<file path="src/rtl/ncl_sync_source_if.sv">
// Bus between the clocked word source, the NCL token producer and the first NCL stage.
// slave is the producer's view; master is the environment's view.
interface ncl_sync_source_if #(
  parameter int WIDTH = 8
);
  logic             in_valid;
  logic             in_ready;
  logic [WIDTH-1:0] in_data;
  logic [WIDTH-1:0] ncl_t;
  logic [WIDTH-1:0] ncl_f;
  logic             ack_in;

  modport slave (
    input  in_valid,
    input  in_data,
    input  ack_in,
    output in_ready,
    output ncl_t,
    output ncl_f
  );

  modport master (
    output in_valid,
    output in_data,
    output ack_in,
    input  in_ready,
    input  ncl_t,
    input  ncl_f
  );
endinterface

</file>
<file path="src/rtl/ncl_sync_source.sv">
// Clocked producer feeding the first NCL stage: one DATA wavefront then one NULL per word,
// paced by the stage's completion through a reset-to-busy synchronizer.
//
//   state   | meaning
//   idle    | rails NULL, accept a word once the pipeline reads NULL
//   data    | rails hold the word, wait for completion to rise
//   rtz     | rails NULL, wait for completion to fall
module ncl_sync_source #(
  parameter int WIDTH       = 8,
  parameter int SYNC_STAGES = 2,
  parameter int CNT_W       = 16
) (
  input  logic             clk,
  input  logic             init_n,
  ncl_sync_source_if.slave bus,
  output logic             busy,
  output logic [CNT_W-1:0] tok_count
);

  typedef enum logic [1:0] {
    st_idle = 2'd0,
    st_data = 2'd1,
    st_rtz  = 2'd2
  } state_t;

  localparam logic [CNT_W-1:0] CNT_ONE = CNT_W'(1);

  state_t                 state;
  state_t                 state_nxt;
  logic [SYNC_STAGES-1:0] sync_q;
  logic                   ack_s;
  logic [WIDTH-1:0]       rail_t;
  logic [WIDTH-1:0]       rail_f;
  logic [CNT_W-1:0]       cnt_q;
  logic                   ready_c;
  logic                   busy_c;
  logic                   accept;
  logic                   retire;

  // Reset to all-ones so the pipeline reads as busy until real NULL propagates through.
  always_ff @(posedge clk) begin
    if (!init_n) begin
      sync_q <= '1;
    end else begin
      sync_q <= {sync_q[SYNC_STAGES-2:0], bus.ack_in};
    end
  end

  assign ack_s = sync_q[SYNC_STAGES-1];

  always_ff @(posedge clk) begin
    if (!init_n) begin
      state <= st_idle;
    end else begin
      state <= state_nxt;
    end
  end

  always_comb begin
    state_nxt = state;
    case (state)
      st_idle: if (accept) state_nxt = st_data;
      st_data: if (ack_s)  state_nxt = st_rtz;
      st_rtz:  if (!ack_s) state_nxt = st_idle;
      default: state_nxt = st_idle;
    endcase
  end

  always_comb begin
    ready_c = 1'b0;
    busy_c  = 1'b1;
    accept  = 1'b0;
    retire  = 1'b0;
    case (state)
      st_idle: begin
        busy_c  = 1'b0;
        ready_c = !ack_s;
        accept  = !ack_s && bus.in_valid;
      end
      st_data: retire = ack_s;
      default: ;
    endcase
  end

  // Rails come straight from these flops so every pair switches cleanly on one edge.
  always_ff @(posedge clk) begin
    if (!init_n) begin
      rail_t <= '0;
      rail_f <= '0;
      cnt_q  <= '0;
    end else if (accept) begin
      rail_t <= bus.in_data;
      rail_f <= ~bus.in_data;
    end else if (retire) begin
      rail_t <= '0;
      rail_f <= '0;
      cnt_q  <= cnt_q + CNT_ONE;
    end
  end

  assign bus.in_ready = ready_c;
  assign bus.ncl_t    = rail_t;
  assign bus.ncl_f    = rail_f;
  assign busy         = busy_c;
  assign tok_count    = cnt_q;

endmodule

</file>
<file path="src/flat_wrapper.sv">
// flat-port wrapper written by rule: the top's interface ports become plain ports
module ncl_sync_source_flat 
#(
  parameter int WIDTH       = 8,
  parameter int SYNC_STAGES = 2,
  parameter int CNT_W       = 16
)
  (clk, init_n, busy, tok_count, bus_in_valid, bus_in_data, bus_ack_in, bus_in_ready, bus_ncl_t, bus_ncl_f);
  ncl_sync_source_if #(.WIDTH(WIDTH)) bus_i ();
  input  logic clk;
  input  logic init_n;
  output logic busy;
  output logic [CNT_W-1:0] tok_count;
  input wire logic [$bits(bus_i.in_valid)-1:0] bus_in_valid;
  input wire logic [$bits(bus_i.in_data)-1:0] bus_in_data;
  input wire logic [$bits(bus_i.ack_in)-1:0] bus_ack_in;
  output wire logic [$bits(bus_i.in_ready)-1:0] bus_in_ready;
  output wire logic [$bits(bus_i.ncl_t)-1:0] bus_ncl_t;
  output wire logic [$bits(bus_i.ncl_f)-1:0] bus_ncl_f;
  assign bus_i.in_valid = bus_in_valid;
  assign bus_i.in_data = bus_in_data;
  assign bus_i.ack_in = bus_ack_in;
  assign bus_in_ready = bus_i.in_ready;
  assign bus_ncl_t = bus_i.ncl_t;
  assign bus_ncl_f = bus_i.ncl_f;
  ncl_sync_source #(.WIDTH(WIDTH), .SYNC_STAGES(SYNC_STAGES), .CNT_W(CNT_W)) u_core (.clk(clk), .init_n(init_n), .bus(bus_i), .busy(busy), .tok_count(tok_count));
endmodule
</file>
<file path="config.mk">
export PLATFORM = sky130hd
export DESIGN_NAME = ncl_sync_source_flat
export DESIGN_NICKNAME = d
export VERILOG_FILES = /design/src/rtl/ncl_sync_source_if.sv /design/src/rtl/ncl_sync_source.sv /design/src/flat_wrapper.sv
export SDC_FILE = /design/constraint.sdc
export NUM_CORES = 1
export LEC_CHECK = 0
export ABC_AREA = 1
export BUFFER_PORTS_ARGS = -buffer_cell sky130_fd_sc_hd__buf_4
export CAP_MARGIN = 30
export CELL_PAD_IN_SITES_DETAIL_PLACEMENT = 0
export CELL_PAD_IN_SITES_GLOBAL_PLACEMENT = 1
export CORE_MARGIN = 2
export CORE_UTILIZATION = 36
export DETAILED_ROUTE_END_ITERATION = 8
export PLACE_DENSITY = 0.74
export SLEW_MARGIN = 20
export SYNTH_ARGS = -nofsm -noshare
export SYNTH_HDL_FRONTEND = slang
export SYNTH_SLANG_ARGS = --single-unit
</file>
<file path="constraint.sdc">
create_clock -name clk -period 1.6 [get_ports clk]
set_clock_uncertainty 0.15 [all_clocks]
set_input_delay 0.4 -clock clk [delete_from_list [all_inputs] [get_ports clk]]
set_output_delay 0.4 -clock clk [all_outputs]
set_load 0.1 [all_outputs]
</file>
-- After elaboration in Yosys (flattened, before gate mapping)
Cells that the tools add are included.
- add/subtract/negate cells: 1
- eq/ne operators: 5
- muxes and demuxes: 11
- bitwise operators: 2
- reductions and logical operators: 6
- operator list (cell ; number):
    two-way mux 8 bit ; 3
    adder 16 x 1 -> 16 bit (second input constant) ; 1
    inverter 8 bit ; 1
    two-way mux 2 bit ; 3
    one-hot mux 2 bit (3 select lines) ; 1
    two-way mux 1 bit ; 4
    inequality test 2 x 1 -> 1 bit (second input constant) ; 2
    AND reduction 3 bit ; 1
    equality test 2 x 1 -> 1 bit (second input constant) ; 1
    equality test 2 bit (second input constant) ; 1
    zero test 2 bit ; 1
    inequality test 2 bit (second input constant) ; 1
    AND reduction 2 bit ; 1
    nonzero test 2 bit ; 1
    logical AND 1 bit ; 1
    zero test 1 bit ; 1
    inverter 1 bit ; 1
- flip-flop bits (word level): 36
- input bits: 12
- output and inout port bits: 34
- word-level logic and storage cells: 30

-- Depth between registers and ports, before layout
Gate-level depths: netlist of the first run.
- word-level depth: 5
- mapped depth: 8
- gate-level depth less buffers: 8

-- Worst setup path after synthesis of the first run
OpenSTA, ideal clock, no wires.
- path type: register to register
- start: register u_core.cnt_q[0], in the netlist u_core.tok_count[0]
- end: register u_core.cnt_q[12], in the netlist u_core.tok_count[12]
- data arrival time: 1865 ps
- data required time: 1340 ps
- path slack: -526 ps
- stages on the path, launching flop included: 7
- path buffers: 0
- clock period less this slack: 2126 ps
- cell sequence: dfxtp_1 > ha_1 > nand4_2 > nor2_4 > nand4_1 > nand2_1 > nor2_1
- word-level cells in the longest chain between the ends: 1
- RTL lines (item ; RTL line ; text):
    start, declared ; ncl_sync_source.sv:34 ; logic [CNT_W-1:0] cnt_q;
    start signal, assigned ; ncl_sync_source.sv:97 ; cnt_q <= cnt_q + CNT_ONE;
    adder 16 x 1 -> 16 bit ; ncl_sync_source.sv:97 ;
Every way passes these cells.
A chain may end at the register's enable or synchronous reset.

-- Worst setup path after layout of the first run
- start: register u_core.state[0]
- end: output port bus_in_ready
- word-level cells in the longest chain between the ends: 2
- RTL lines (item ; RTL line ; text):
    start, declared ; ncl_sync_source.sv:28 ; state_t state;
    start signal, assigned ; ncl_sync_source.sv:53 ; state <= st_idle;
    start signal, assigned ; ncl_sync_source.sv:55 ; state <= state_nxt;
    zero test 2 bit ; ncl_sync_source.sv:74 ; case (state)
    two-way mux 1 bit ; ncl_sync_source.sv:74 ;
    end, declared ; flat_wrapper.sv:17 ; output wire logic [$bits(bus_i.in_ready)-1:0] bus_in_ready;
Every way passes these cells.

==> metrics.md, run 1 <==
| Metric | Value |
|---|---|
| Status | finished with violations |
| Failing checks | negative setup slack |
| Grt total ovfl | 0 |
| Slew HR | 0.7567 |
| Post-Route WL | 3734 µm |
| Final Non-Filler Cells | between 300 and 400 |
| Setup WS pre-CTS | 0.04758 ns |
| Yosys cell types | 28 |
| Port buffer count | 45 |
| Arrival time at the worst endpoint | approximately 1.2 ns |
| Number of max-cap violations | 0 |
| Drt first pass iters | 4 |
| Placed cell count | 302 |
| Initial antenna violation count | 0 |
| CTS max path bufs | 2 |
| Total global-route track usage | 0.1599 |
| Die extent in x | 70.65 µm |
| CP endpoint | bus_in_ready |
| Most frequent cells after synthesis | 36 x dfxtp_1, 36 x nand2_1, 25 x nand3_1, 21 x nor2_1, 18 x inv_1 |
| Hold Slack | ~0.15 ns |
| Slowest stage cell on the critical path | dfxtp_2 |
| Worst Path Required | 1.05 ns |
| I/O pin cnt | 46 |
| Die footprint | between 4000 and 5000 µm² |
| Period utilization | 1.075 |
| Syn_area_per_cell | 7.762 µm² |
| Initial Util | 0.3698 |
| Core Footprint | 4324 µm² |
| Die H | about 70 µm |
| Final instance area | 2238 µm² |
| Synth area leader | dfxtp_1 |
| Synthesized area | 1599 µm² |
| Final min period | approximately 1.7 ns |
| CP max stage delay | 0.32 ns |
| Largest net degree at the start of global routing | 20 |
| Detail-routed net length per standard cell | 11.89 µm |
| First-pass GRT wire length | between 6000 and 7000 µm |
| Flops & latches, synth | 36 |
| Synth warnings | 0 |
| Nets@finish | around 270 |
| Post-synthesis cell count | 206 |
| Post-DR vias/cell | 4.828 |
| Storage cell area | 757.0 µm² |
| Worst reg2reg path depth | 6 |
| CTS tree | yes |
| Worst setup EP type | primary output |
| Area added between synthesis and finish | 39.98% |
| Clock sink total | 36 |
| H-tree levels | 2 |
| Post-synthesis sequential area ratio | 0.4507 |
| Placed cell areas | 2057 µm² |
| Hpwl dp | 2722 µm |
| Latest clock arrival within the worst-skew pair | 0.29 ns |
| Crit-path max FO | 3 |
| PnR worst setup slack | -0.1203 ns |
| Final Hold Violating Endpoints | 0 |
| Initial DRC count | 62 |
| Slew @ Worst Pin | approximately 0.36 ns |
| Largest cells by area after synthesis | dfxtp_1 45%, nand2_1 8.5%, nand3_1 7.8% |
| Worst Setup SP | u_core.state[0] |
| Vias | 1516 |
| Sum Neg Setup Slack | -0.1840 ns |
| N_diodes | 0 |
| CP Class | register to primary output |
| Vias in the first global route | approximately 1500 |
| RSZ-0062 raised after global routing | true |
| Syn Nets | 219 |
| Row count | 24 |
| Ys flop type | dfxtp_1 |
| Hold Buf Count CTS | 0 |
| Reg2reg end | u_core.tok_count[6] |
| Pins Over Slew Limit | 0 |
| Final setup violating endpoints | 2 |
| DRC viols | 0 |
| RR Startpoint | u_core.tok_count[0] |
| Async SR Flop Fraction | 0 |
| Filler cells | 454 |
| Crit-path cells | nor2_2, bufinv_8, nor2_4, buf_12 |
| Clk root buf | clkbuf_8 |
| Fmax | 581.3 MHz |
| Area of the multi-input gates | between 700 and 800 µm² |
| Power per standard cell area | 869.9 nW/µm² |
| Max VDD drop | 0.0004392 V |
| Leakage | 0.0009144 µW |
| Flop-to-flop setup slack | between 0.1 and 0.15 ns |
| GPL Wtd Cong | around 0.7 |
| CTS clk-pin slew, worst paths | about 0.07 ns |
| Hold Path Class | primary input to register |
| DRT antenna net count | 0 |
| Top cell type's share of synthesized area | 0.4507 |
| Share of layout cells above drive strength 1 | 0.3969 |
| Crit start category | register |
| CTS Buf Count | 5 |
| Number of synthesized flops with an enable pin | 0 |
through the flow:
stage,total power (µW),util
finish,1947,0.5177
global route,2031,0.5177
CTS,1975,0.5098
detailed placement,1161,0.4757
global placement,1161,0.4757
floorplan,1100,-
routing by layer:
metal	vias up	part of all wire	routed length, µm	track usage
met5	-	0	0	0
met4	0	0.017	64	0.05241
met3	8	0.078	292	0.05698
met2	48	0.43	1607	0.2600
met1	672	0.47	1769	0.1989
li1	788	-	-	-
kinds of logic after synthesis:
family / count (synthesis) / share of synthesized area
compound gates: 34 / 0.1307
fa+ha+maj: 1 / 0.007823
flops: 36 / 0.4507
buf+inv: 28 / 0.07668
simple gates: 106 / 0.3286
xor+xnor: 1 / 0.005478
sequential cells by signal, indices dropped and copies added (netlist names):
name	count
u_core.bus.ncl_f	8
u_core.bus.ncl_t	8
u_core.state	2
u_core.sync_q	2
u_core.tok_count	16
worst min path at each step:
stage	from	endpoint	slack, ns	cells after the start
floorplan	u_core.sync_q[0]	u_core.sync_q[1]	0.24	1
global placement	u_core.sync_q[0]	u_core.sync_q[1]	0.25	1
detailed placement	u_core.sync_q[0]	u_core.sync_q[1]	0.25	1
CTS	bus_ack_in	u_core.sync_q[0]	0.14	2
global route	bus_ack_in	u_core.sync_q[0]	0.14	2
finish	bus_ack_in	u_core.sync_q[0]	0.15	2
power by group:
part	internal [µW]	switching (µW)	total, µW
clock	462	338	801
combinational	70.5	165	236
sequential	901	9.71	911
cell type report:
type | count | area share
well taps | 52 | 0.02907
inverters | 21 | 0.04136
clock inverters | 3 | 0.01845
flip-flops and latches | 36 | 0.3382
multi-input cells | 142 | 0.3522
clock buffers | 5 | 0.03074
repair buffers | 55 | 0.1901
critical path: cells and delay by family (launching register included):
family | cells | cell delay, ns
buf+inv | 2 | 0.36
simple gates | 2 | 0.19
flops | 1 | 0.32
layout by cell type (no fill, tap or decap), drive strengths merged:
master  netlist  final
a21oi        26     26
buf           4     55
bufinv        0      2
clkbuf        3      5
clkinv        1      2
dfxtp        36     36
ha            1      1
inv          20     20
nand2        38     38
nand3        26     26
nand3b        6      6
nand4         4      4
nor2         25     25
nor3          5      5
o21a          2      2
o21ai         6      6
or2           2      2
xor2          1      1
repair_timing:
| action | in CTS | in global routing |
|---|---|---|
| setup endpoints to repair | 2 | 23 |
| gates resized for setup | 5 | 3 |
| buffers inserted | 2 | 3 |
| pin swaps | 2 | 2 |
Note: power is estimated with default switching activity, not from simulation.
==> inputs of run 2 (changes only) <==
--- a/config.mk
+++ b/config.mk
@@ -13,6 +13,7 @@
 export CORE_MARGIN = 2
 export CORE_UTILIZATION = 36
 export DETAILED_ROUTE_END_ITERATION = 8
+export GPL_TIMING_DRIVEN = 0
 export PLACE_DENSITY = 0.74
 export SLEW_MARGIN = 20
 export SYNTH_ARGS = -nofsm -noshare
==> metrics.md, run 2 (synthesis results as in run 1) <==
| Metric | Value |
|---|---|
| Status | finished with violations |
| Failing checks | negative setup slack |
| Latest clock arrival within the worst-skew pair | about 0.29 ns |
| CTS max path bufs | 2 |
| Top delay family on crit path | flip-flops |
| Die H | 70.65 µm |
| Number of max-cap violations | 0 |
| Net Sw Power | 504.1 µW |
| CP Class | register to primary output |
| Most frequent cells in the layout | 47 x buf_4, 36 x nand2_1, 24 x nand3_1 |
| Fmax | 573.0 MHz |
| Worst setup EP type | primary output |
| Crit-path cells | nor2_4, inv_8, nor2_4, buf_12 |
| Slew @ Worst Pin | slightly below 0.5 ns |
| Clock share of power | 0.370 |
| Vias in the first global route | 1480 |
| Gate power share | 0.128 |
| Post-Route WL | 4052 µm |
| GPL Wtd Cong | 0.7066 |
| Initial antenna violation count | 0 |
| Crit-path max FO | 4 |
| Nets@finish | 274 |
| CTS Buf Count | 5 |
| Share of layout cells above drive strength 1 | 0.3893 |
| Max VDD drop | between 0.0003 and 0.0004 V |
| Grt total ovfl | 0 |
| H-tree levels | 2 |
| Clock sink total | 36 |
| Largest register FFs | 16 |
| Commonest non-fill, non-tap cell in the layout | buf_4 |
| Hold Buf Count CTS | 0 |
| Post-DR vias/cell | just under 5 |
| Row count | 24 |
| Final min period | about 1.7 ns |
| CP Buf/Inv Count | 2 |
| Die footprint | roughly 5000 µm² |
| Hpwl dp | roughly 2800 µm |
| CP dominant cell by count | nor2_4 |
| I/O pin cnt | 46 |
| Pins Over Slew Limit | 0 |
| Area added between synthesis and finish | 37.17% |
| Hold Path Class | primary input to register |
| Initial Util | 0.3698 |
| Leakage | 0.0008980 µW |
| Port buffer count | 44 |
| Drt first pass iters | 4 |
| Hold Slack | roughly 0.15 ns |
| Crit start category | register |
| Share of power burned in registers | 0.502 |
| Switching share of power | 0.2779 |
| DRC viols | 0 |
| N_diodes | 0 |
| CTS clk-pin slew, worst paths | 0.07 ns |
| Die extent in x | slightly above 70 µm |
| Vias | 1527 |
| Final Hold Violating Endpoints | 0 |
| Largest net degree at the start of global routing | 12 |
| DRT antenna net count | 0 |
| Final setup violating endpoints | 3 |
| CTS tree | yes |
| Arrival time at the worst endpoint | approximately 1.2 ns |
| Worst Path Required | 1.05 ns |
| Sum Neg Setup Slack | -0.2062 ns |
| RSZ-0062 raised after global routing | true |
| Initial DRC count | 59 |
| Internal power | 1310 µW |
| PnR worst setup slack | -0.1451 ns |
| Slowest stage cell on the critical path | dfxtp_4 |
| Clk root buf | clkbuf_8 |
| Total global-route track usage | 0.1734 |
| Slew HR | 0.6702 |
| Power per standard cell area | 826.9 nW/µm² |
| Core Footprint | between 4000 and 5000 µm² |
| CP max stage delay | around 0.37 ns |
| First-pass GRT wire length | 6900 µm |
| Period utilization | 1.091 |
| Detail-routed net length per standard cell | 12.90 µm |
run 2: worst register-to-register path, stage by stage (launching register included):
cell and delay, ns:
dfxtp_4 0.37, nor2_4 0.17, inv_8 0.04, nor2_4 0.14
buf_4 0.20, nand2_4 0.11, buf_8 0.20, nand3_2 0.06
a21oi_1 0.05
run 2: per-stage QoR:
stage | area [µm²] | power [µW] | worst slack, ns | util | instances
after floorplan | 1657 | 1100 | -0.4026 | - | 206
after global placement | 2052 | 1158 | -0.1817 | 0.4745 | 302
after detailed placement | 2052 | 1159 | -0.1670 | 0.4745 | 302
after CTS | 2175 | 1838 | -0.1671 | 0.5029 | 312
after global routing | 2193 | 1909 | -0.1978 | 0.5072 | 314
final | 2193 | 1814 | -0.1451 | 0.5072 | 314
run 2: path summary, 6_finish.rpt:
kind | endpoint | from | slack (ns) | cells after the start
hold / removal | u_core.sync_q[0] | bus_ack_in | 0.15 | 2
hold reg to reg | u_core.sync_q[1] | u_core.sync_q[0] | 0.27 | 1
setup reg to reg | u_core.bus.ncl_f[3] | u_core.state[0] | -0.01 | 8
setup / recovery | bus_in_ready | u_core.state[0] | -0.15 | 4
run 2: timing repair:
| action | CTS | global route |
|---|---|---|
| setup buffers | 2 | 2 |
| gates resized for setup | 4 | 5 |
| setup endpoints to repair | 3 | 24 |
| endpoints found under the hold margin | 0 | 0 |
| pin swaps | 1 | 3 |
run 2: cell type report:
| type | count | area [µm²] |
|---|---|---|
| multi-input cells | 142 | 768.2 |
| clock inverters | 2 | 10.01 |
| repair buffers | 48 | 372.9 |
| fillers | 453 | 2131 |
| plain buffers | 7 | 47.55 |
| flip-flops and latches | 36 | 760.7 |
| inverters | 21 | 86.33 |
| well taps | 52 | 65.06 |
| clock buffers | 6 | 82.58 |
run 2: layer usage:
metal,track usage,up-vias,wire length (µm)
li1,-,795,-
met1,0.2329,688,2012
met2,0.2694,39,1768
met3,0.04843,5,218
met4,0.06080,0,52
met5,0,-,0
run 2: power by group through the flow:
stage               clock network (µW)  logic, µW  registers [µW]
floorplan                            0       82.0            1020
global placement                     0        226             933
detailed placement                   0        226             932
CTS                                695        233             909
global route                       751        245             913
finish                             671        232             911
